==> src/rtl/free_list.sv <==
// Physical-register free list: a circular FIFO of PRF indices. Rename pops from the
// head, retirement pushes at the tail, and a flush rewinds head to undo speculation.
module free_list #(
   parameter int PRF_DEPTH = 64,
   parameter int ARF_DEPTH = 32,
   parameter int PRF_IDX   = $clog2(PRF_DEPTH),
   parameter int FL_DEPTH  = PRF_DEPTH - ARF_DEPTH
) (
   input  logic                        clk,
   input  logic                        rst,
   input  logic                        push_valid,
   input  logic [PRF_IDX-1:0]          push_idx,
   input  logic                        pop_req,
   output logic [PRF_IDX-1:0]          pop_idx,
   output logic                        empty,
   input  logic                        flush,
   output logic [$clog2(FL_DEPTH):0]   count
);

   localparam int IDX_W = $clog2(FL_DEPTH);
   localparam int PTR_W = IDX_W + 1;

   logic [PRF_IDX-1:0] mem [FL_DEPTH];
   logic [PTR_W-1:0]   head, tail;
   logic [PTR_W-1:0]   head_next, tail_next;
   logic               full;
   logic               push_ok;
   logic               pop_ok;

   // Pointers carry a wrap bit above the index so full and empty stay distinguishable.
   assign empty   = (head == tail);
   assign full    = (head[IDX_W-1:0] == tail[IDX_W-1:0]) && (head[IDX_W] != tail[IDX_W]);
   assign count   = tail - head;
   assign pop_idx = mem[head[IDX_W-1:0]];

   assign push_ok = push_valid && !full;
   assign pop_ok  = pop_req && !empty;

   always_comb begin
      // NOTE: every always_comb output gets a default first so no path leaves it unassigned (no latch).
      tail_next = tail;
      head_next = head;
      if (push_ok)
         tail_next = tail + PTR_W'(1);
      // Every allocation beyond the committed ones is speculative, so the committed
      // head is always the tail with its wrap bit inverted; flush snaps head there.
      if (flush)
         head_next = {~tail_next[IDX_W], tail_next[IDX_W-1:0]};
      else if (pop_ok)
         head_next = head + PTR_W'(1);
   end

   always_ff @(posedge clk) begin
      // NOTE: sequential state uses non-blocking assignments so all registers update together.
      if (rst) begin
         head <= '0;
         tail <= {1'b1, {IDX_W{1'b0}}};
         // NOTE: the storage is reset on purpose; the initial contents are the free registers.
         for (int i = 0; i < FL_DEPTH; i++)
            mem[i] <= PRF_IDX'(ARF_DEPTH + i);
      end else begin
         head <= head_next;
         tail <= tail_next;
         if (push_ok)
            mem[tail[IDX_W-1:0]] <= push_idx;
      end
   end

   // Retirement can never free more registers than rename allocated.
   a_no_push_when_full: assert property (@(posedge clk) disable iff (rst) !(push_valid && full));

endmodule
==> config.mk <==
export PLATFORM = sky130hd
export DESIGN_NAME = free_list
export DESIGN_NICKNAME = d
export VERILOG_FILES = /design/src/rtl/free_list.sv
export SDC_FILE = /design/constraint.sdc
export NUM_CORES = 1
export LEC_CHECK = 0
export CORE_MARGIN = 4
export CORE_UTILIZATION = 50
export CTS_CLUSTER_SIZE = 40
export DETAILED_ROUTE_END_ITERATION = 7
export PLACE_DENSITY = 0.71
export SETUP_SLACK_MARGIN = 0.4
export SYNTH_ARGS = -nofsm -noshare
export SYNTH_HDL_FRONTEND = slang
export SYNTH_SLANG_ARGS = --single-unit
export TNS_END_PERCENT = 30
==> constraint.sdc <==
create_clock -name clk -period 2.4 [get_ports clk]
set_input_delay 0.48 -clock clk [delete_from_list [all_inputs] [get_ports clk]]
set_output_delay 0.48 -clock clk [all_outputs]
set_load 0.01 [all_outputs]
==> reports/metrics.csv, run 1 <==
stage,metric,value,unit
clock_tree,cts_hold_buf,0,
logic_synthesis,synthTopCellsByArea,"edfxtp_1 (56%), mux4_2 (5.3%), mux2i_1 (5.0%)",
finish,fin_util,71.23,%
critical_path,end_kind,primary output,
timing,clock_skew,0.01824,ns
logic_synthesis,synth_top_area_cell,edfxtp_1,
floorplan,die_y,151.0,um
clock_tree,clock_latency,0.50,ns
timing,rsz0062_at_grt,yes,
timing,maxSlewViolCount,0,
drt,viasPerCell,6.299,
logic_synthesis,yosysUniqueCellTypes,58,
power,p_total,9.343,mW
floorplan,die_area,22810,um2
clock_tree,clk_pin_slew,0.06,ns
timing,setup_viol,8,
floorplan,io_pins,24,
job,maxCapViolations,0,
logic_synthesis,syn_inst,819,
timing,setup_slack,-0.5593,ns
timing,finalCritPeriodShare,123.3,%
worst_hold_path,min_from,head[4],
critical_path,worst_r2r_endpoint,mem[25][1],
global_routing,overflow,0,
worst_hold_path,whs_path_depth,2,
timing,tightest_slew,0.7029,ns
logic_synthesis,yosysTopAreaCellShare,56.35,%
logic_synthesis,synth.cell_area,10230,um2
finish,layout.cells.non_filler,1218,
drt,drtIter0Drc,685,
clock_tree,cts_buffers,21,
timing,period_needed,2.959,ns
critical_path,rr_worst_depth,12,
drt,wl_per_cell,25.40,um
critical_path,cp_max_fo,5,
logic_synthesis,synth_seq_cells,209,
critical_path,cp_slowest_cell,mux4_2,
logic_synthesis,ys_seq_area_share,59.68,%
finish,n_antenna_cell,0,
clock_tree,max-clock-path-buffers,3,
critical_path,cp_data_arrival_time,2.48,ns
floorplan,row_count,52,
critical_path,worstSetupPathType,reg -> out,
status,outcome,"complete, but fails checks",
finish,synthToLayoutAreaGrowth,40.43,%
drt,drtPass1Iterations,7,
drt,ant_nets,0,
power,powerDensity,650.3,nW/um2
global_routing,grt_usage,25.69,%
floorplan,core_area,20170,um2
logic_synthesis,avgSynthCellArea,12.49,um2
clock_tree,cts.htree.levels,1,
global_routing,antenna_found_initial,0,
place,dp_cells,1119,
critical_path,required,1.92,ns
clock_tree,numClockSinks,209,
drt,via_count,7672,
logic_synthesis,synthFlopType,edfxtp_1,
timing,tns,-3.110,ns
power,vdd_ir_drop_max,0.4042,mV
drt,drcViolationCount,0,
timing,slew_headroom,53.14,%
worst_hold_path,worstHoldEndpoint,head[4],
logic_synthesis,yosysMostFrequentCell,edfxtp_1,
place,gp_congestion,0.9384,
worst_hold_path,worstHoldPathType,reg -> reg,
global_routing,grt_max_degree,38,
critical_path,reg2reg_from,head[1],
clock_tree,root_buffer,clkbuf_16,
logic_synthesis,ys.warnings.count,0,
critical_path,cpPeakStageDelay,0.51,ns
place,dpl.hpwl,17340,um
floorplan,fp.dieW,151.0,um
critical_path,regToRegSetupSlack,0.05,ns
logic_synthesis,synth_common_cells,"edfxtp_1 (192), or3_1 (77), nand2_1 (61), mux2i_1 (51), nor3_1 (49)",
power,p_leak,4.503,nW
timing,finalHoldViolCount,0,
place,port_buffers,23,
finish,fill_cells,1217,
logic_synthesis,async_flop_share,0,%
status,violations,negative setup slack,
floorplan,start_util,50.73,%
global_routing,grt_pass1_vias,7574,
logic_synthesis,synthesis.nets,841,
timing,fmax,0.3379,GHz
finish,nNetsFinal,956,
drt,drt_wl_total,30940,um
logic_synthesis,synth_edf_count,192,
clock_tree,tritoncts,done,
finish,drive_above_1_share,44.83,%
critical_path,crit_chain,"buf_12, mux4_2, a22o_1, a221oi_2, buf_4, nand3_2, buf_6",
global_routing,grt_pass1_wl,44050,um
critical_path,cp-start-kind,flop,
## critical path: cells and delay by family, from the launching register on
family / cells / cell delay [ns]
AOI/OAI and AO/OA: 2 / 0.60
buffers and inverters: 3 / 0.43
DFF: 1 / 0.37
muxes: 1 / 0.51
and+or+nand+nor: 1 / 0.06
## worst max path at each step
stage	start	cells past startpoint	end	slack (ns)
global placement	flop	7	pop_idx[1]	-0.43
CTS	flop	7	pop_idx[1]	-0.45
global route	flop	7	pop_idx[1]	-0.63
floorplan	flop	6	pop_idx[0]	0.25
finish	flop	7	pop_idx[1]	-0.56
detailed placement	flop	7	pop_idx[1]	-0.45
## kinds of logic after synthesis
kind of cell | Yosys count | share of synthesized area [%]
AOI/OAI and AO/OA | 103 | 7.460
adders and majority gates | 11 | 1.419
muxes | 75 | 10.27
and+or+nand+nor | 313 | 16.12
DFF | 209 | 59.68
xor gates and xnor gates | 7 | 0.6727
buffers and inverters | 101 | 4.378
## flip-flops by register name (all words and copies together) (netlist names), named ones only
| register | count |
|---|---|
| tail | 6 |
| head | 6 |
| mem | 192 |
## layout by cell type (no fill, tap or decap), types with 10 or more instances in the layout
cell / instances
and2_1: 17
clkbuf_16: 23
buf_12: 27
o21ai_4: 30
nand2_1: 45
or3_4: 16
nand2_2: 15
nand3_1: 27
mux2i_1: 50
and2_4: 26
buf_2: 10
nor3_4: 26
inv_1: 12
a22oi_1: 12
nor2_4: 27
or3_1: 61
buf_16: 10
a21oi_1: 14
buf_4: 47
edfxtp_1: 192
clkdlybuf4s50_1: 10
buf_6: 56
mux4_2: 24
nor3_2: 14
dfxtp_1: 11
## metal layers
layer  up-vias  part of all wire [%]  GRT usage (%)
met2       435                    51          44.01
met1      3811                    36          31.91
met3       106                   8.1          4.788
met4         0                   5.0          11.24
li1       3320                     -              -
met5         -                     0              0
## metrics by stage
step	setup slack (ns)	instance area [um2]	hold slack, ns
final	-0.5593	14370	0.6292
after CTS	-0.4464	13630	0.6231
after global placement	-0.4276	11360	0.6095
after global routing	-0.6333	14370	0.6553
after detailed placement	-0.4480	11360	0.6201
after floorplan	0.2545	10310	0.5394
## power by group
part	switching, mW	internal (mW)
Clock	1.36	1.61
Sequential	0.0524	4.05
Combinational	1.12	1.15
Total	2.53	6.81
## area by class of cell
type	instances	area, um2	area share, %
flip-flops and latches	209	6118	42.58
inverters	21	78.83	0.5486
well taps	270	337.8	2.351
clock buffers	25	540.5	3.762
multi-input cells	509	5086	35.40
clock inverters	12	62.56	0.4354
repair buffers	172	2143	14.92
## repair_timing
item                       in CTS  in global routing
pin swaps                     199                160
setup endpoints to repair     399                411
gates resized for setup       313                115
gates cloned                    9                  2
buffers inserted               35                 16
No activity file was read; power rests on OpenSTA's default activity.
==> inputs of run 2 (changes only) <==
--- a/config.mk
+++ b/config.mk
@@ -14,4 +14,4 @@
 export SYNTH_ARGS = -nofsm -noshare
 export SYNTH_HDL_FRONTEND = slang
 export SYNTH_SLANG_ARGS = --single-unit
-export TNS_END_PERCENT = 30
+export TNS_END_PERCENT = 100
==> constraint.sdc (replaced) <==
create_clock -name clk -period 2.4 [get_ports clk]
set_input_delay 0.24 -clock clk [delete_from_list [all_inputs] [get_ports clk]]
set_output_delay 0.24 -clock clk [all_outputs]
set_load 0.01 [all_outputs]
==> run 2 against run 1 <==
  * The flow still finishes with violations (negative setup slack)
  * Setup slack improved by 0.23 ns
  * Global-route usage rose by 3.4 points
  * Clock power rose by 17%
  * Sequential share of layout area fell by 1.1 points
  * Hold slack got worse by 0.067 ns
  * Final area rose by 2.9%
  * Die area did not move
  * Largest cell class unchanged
==> reports/metrics.csv, run 2 (synthesis results as in run 1) <==
stage,metric,value,unit,change
floorplan,die_y,151.0,um,unchanged
status,violations,negative setup slack,,
critical_path,reg2reg_from,head[1],,
timing,slew_headroom,21.27,%,-32 points
timing,whs,0.5622,ns,-0.06701 ns
place,placed_area,11150,um2,-1.9%
global_routing,grt_max_degree,33,,-13%
floorplan,start_util,50.73,%,unchanged
drt,drcViolationCount,0,,unchanged
drt,drtIter0Drc,897,,+31%
critical_path,end_kind,primary output,,
global_routing,overflow,0,,unchanged
timing,fmax,0.3669,GHz,+8.6%
place,gp_congestion,0.9407,,+0.25%
timing,period_needed,2.726,ns,-0.2336 ns
timing,clock_skew,0.02012,ns,+0.001879 ns
timing,finalCritPeriodShare,113.6,%,-9.7 points
drt,drtPass1Iterations,6,,-1
global_routing,grt_pass1_wl,49120,um,+12%
clock_tree,max-clock-path-buffers,3,,unchanged
power,powerDensity,664.7,nW/um2,+2.2%
global_routing,met1_usage,37.16,%,+5.3 points
status,outcome,"complete, but fails checks",,
finish,postLayoutCellArea,14780,um2,+2.9%
floorplan,io_pins,24,,unchanged
power,p_leak,4.799,nW,+6.6%
critical_path,worst_r2r_endpoint,mem[22][0],,
drt,viasPerCell,6.529,,+3.7%
finish,regMostFlops,mem,,
global_routing,busiest_layer,met2,,
finish,drive_above_1_share,47.10,%,+2.3 points
clock_tree,root_buffer,clkbuf_16,,
finish,top_regs,"mem: 192 flops, head: 6 flops, tail: 6 flops",,
critical_path,required,2.16,ns,+0.24 ns
timing,setup_viol,6,,-2
worst_hold_path,worstHoldPathType,in -> reg,,
floorplan,core_area,20170,um2,unchanged
critical_path,worstSetupPathType,reg -> out,,
timing,maxSlewViolCount,0,,unchanged
floorplan,die_area,22810,um2,unchanged
job,maxCapViolations,0,,unchanged
critical_path,crit_path_end,pop_idx[4],,
clock_tree,clock_latency,0.51,ns,about the same
critical_path,cp-start-kind,flop,,
drt,wl_per_cell,28.02,um,+10%
global_routing,grt_usage,29.12,%,+3.4 points
critical_path,regToRegSetupSlack,0.06,ns,about the same
clock_tree,numClockSinks,209,,unchanged
clock_tree,tritoncts,done,,
finish,final_cell_mix,"edfxtp_1 (192), or3_1 (68), buf_4 (58), buf_6 (52), mux2i_1 (47)",,
clock_tree,cts_hold_buf,0,,unchanged
timing,setup_slack,-0.3257,ns,+0.2336 ns
global_routing,grt_pass1_vias,7785,,+2.8%
drt,ant_nets,0,,unchanged
critical_path,cp_max_fo,4,,-1
power,vdd_ir_drop_max,0.4515,mV,+12%
finish,fill_cells,1142,,-6.2%
timing,tightest_slew,1.174,ns,+0.4708 ns
floorplan,row_count,52,,unchanged
clock_tree,clk_pin_slew,0.07,ns,about the same
clock_tree,cts_buffers,21,,unchanged
global_routing,antenna_found_initial,0,,unchanged
drt,drt_wl_total,34570,um,+12%
place,port_buffers,23,,unchanged
drt,via_count,8057,,+5.0%
global_routing,use_met2,49.01,%,+5.0 points
global_routing,met3_usage,4.997,%,+0.21 points
floorplan,fp.dieW,151.0,um,unchanged
finish,n_antenna_cell,0,,unchanged
finish,nNetsFinal,971,,+1.6%
timing,finalHoldViolCount,0,,unchanged
critical_path,rr_worst_depth,11,,-1
finish,synthToLayoutAreaGrowth,44.44,%,
place,dpl.hpwl,16910,um,-2.5%
clock_tree,cts.htree.levels,1,,unchanged
finish,largest_register_ffs,192,,unchanged
finish,mostFrequentLayoutCell,edfxtp_1,,
critical_path,cp_data_arrival_time,2.49,ns,about the same
timing,rsz0062_at_grt,yes,,
run 2: worst min path at each step:
stage	from	to	slack (ns)	cells past startpoint
2_1_floorplan	push_idx[0]	mem[21][0]	0.42	1
3_3_place_gp	head[5]	tail[5]	0.61	1
3_5_place_dp	head[5]	tail[5]	0.62	1
4_1_cts	rst	tail[2]	0.56	3
5_1_grt	rst	tail[2]	0.57	3
6_report	rst	tail[2]	0.56	3
run 2: power breakdown:
part | switching (mW) | leakage [nW] | internal (mW)
logic | 1.16 | 2.72 | 1.07
registers | 0.0651 | 1.73 | 4.05
clock network | 1.39 | 0.349 | 2.08
run 2: final cells by class:
class / instances / area [um2] / area share, %
Clock buffer: 28 / 561.8 / 3.802
Clock inverter: 10 / 151.4 / 1.024
Inverter: 21 / 86.33 / 0.5842
Multi-Input combinational cell: 509 / 5064 / 34.26
Sequential cell: 209 / 6132 / 41.50
Tap cell: 270 / 337.8 / 2.286
Timing Repair Buffer: 187 / 2445 / 16.54
run 2: metal layers:
| metal | routed length, um | vias up |
|---|---|---|
| li1 | - | 3365 |
| met1 | 12120 | 3997 |
| met2 | 17310 | 571 |
| met3 | 3265 | 124 |
| met4 | 1873 | 0 |
| met5 | 0 | - |
run 2: through the flow:
step / TNS, ns / total power [mW] / setup slack (ns) / utilization [%] / cells
floorplan: 0 / 5.049 / 0.2672 / - / 819
global placement: -0.9256 / 5.477 / -0.1761 / 55.26 / 1090
detailed placement: -1.710 / 5.508 / -0.2482 / 55.26 / 1090
CTS: -1.084 / 9.505 / -0.2570 / 69.18 / 1211
global route: -1.874 / 10.07 / -0.3737 / 73.27 / 1234
finish: -1.453 / 9.823 / -0.3257 / 73.27 / 1234
run 2: timing repair:
item                                   in CTS  in global routing
setup endpoints to repair                 341                407
endpoints found under the hold margin       0                  0
resized for setup                         290                145
gates cloned                               19                  1
pin swaps                                  86                 81
buffers inserted                           64                 22
run 2: critical path: stages, from the launching register on:
cell,delay [ns]
dfxtp_4,0.39
buf_6,0.14
mux4_2,0.51
a22o_1,0.26
a221oi_2,0.30
buf_4,0.18
nand3_2,0.08
buf_6,0.12
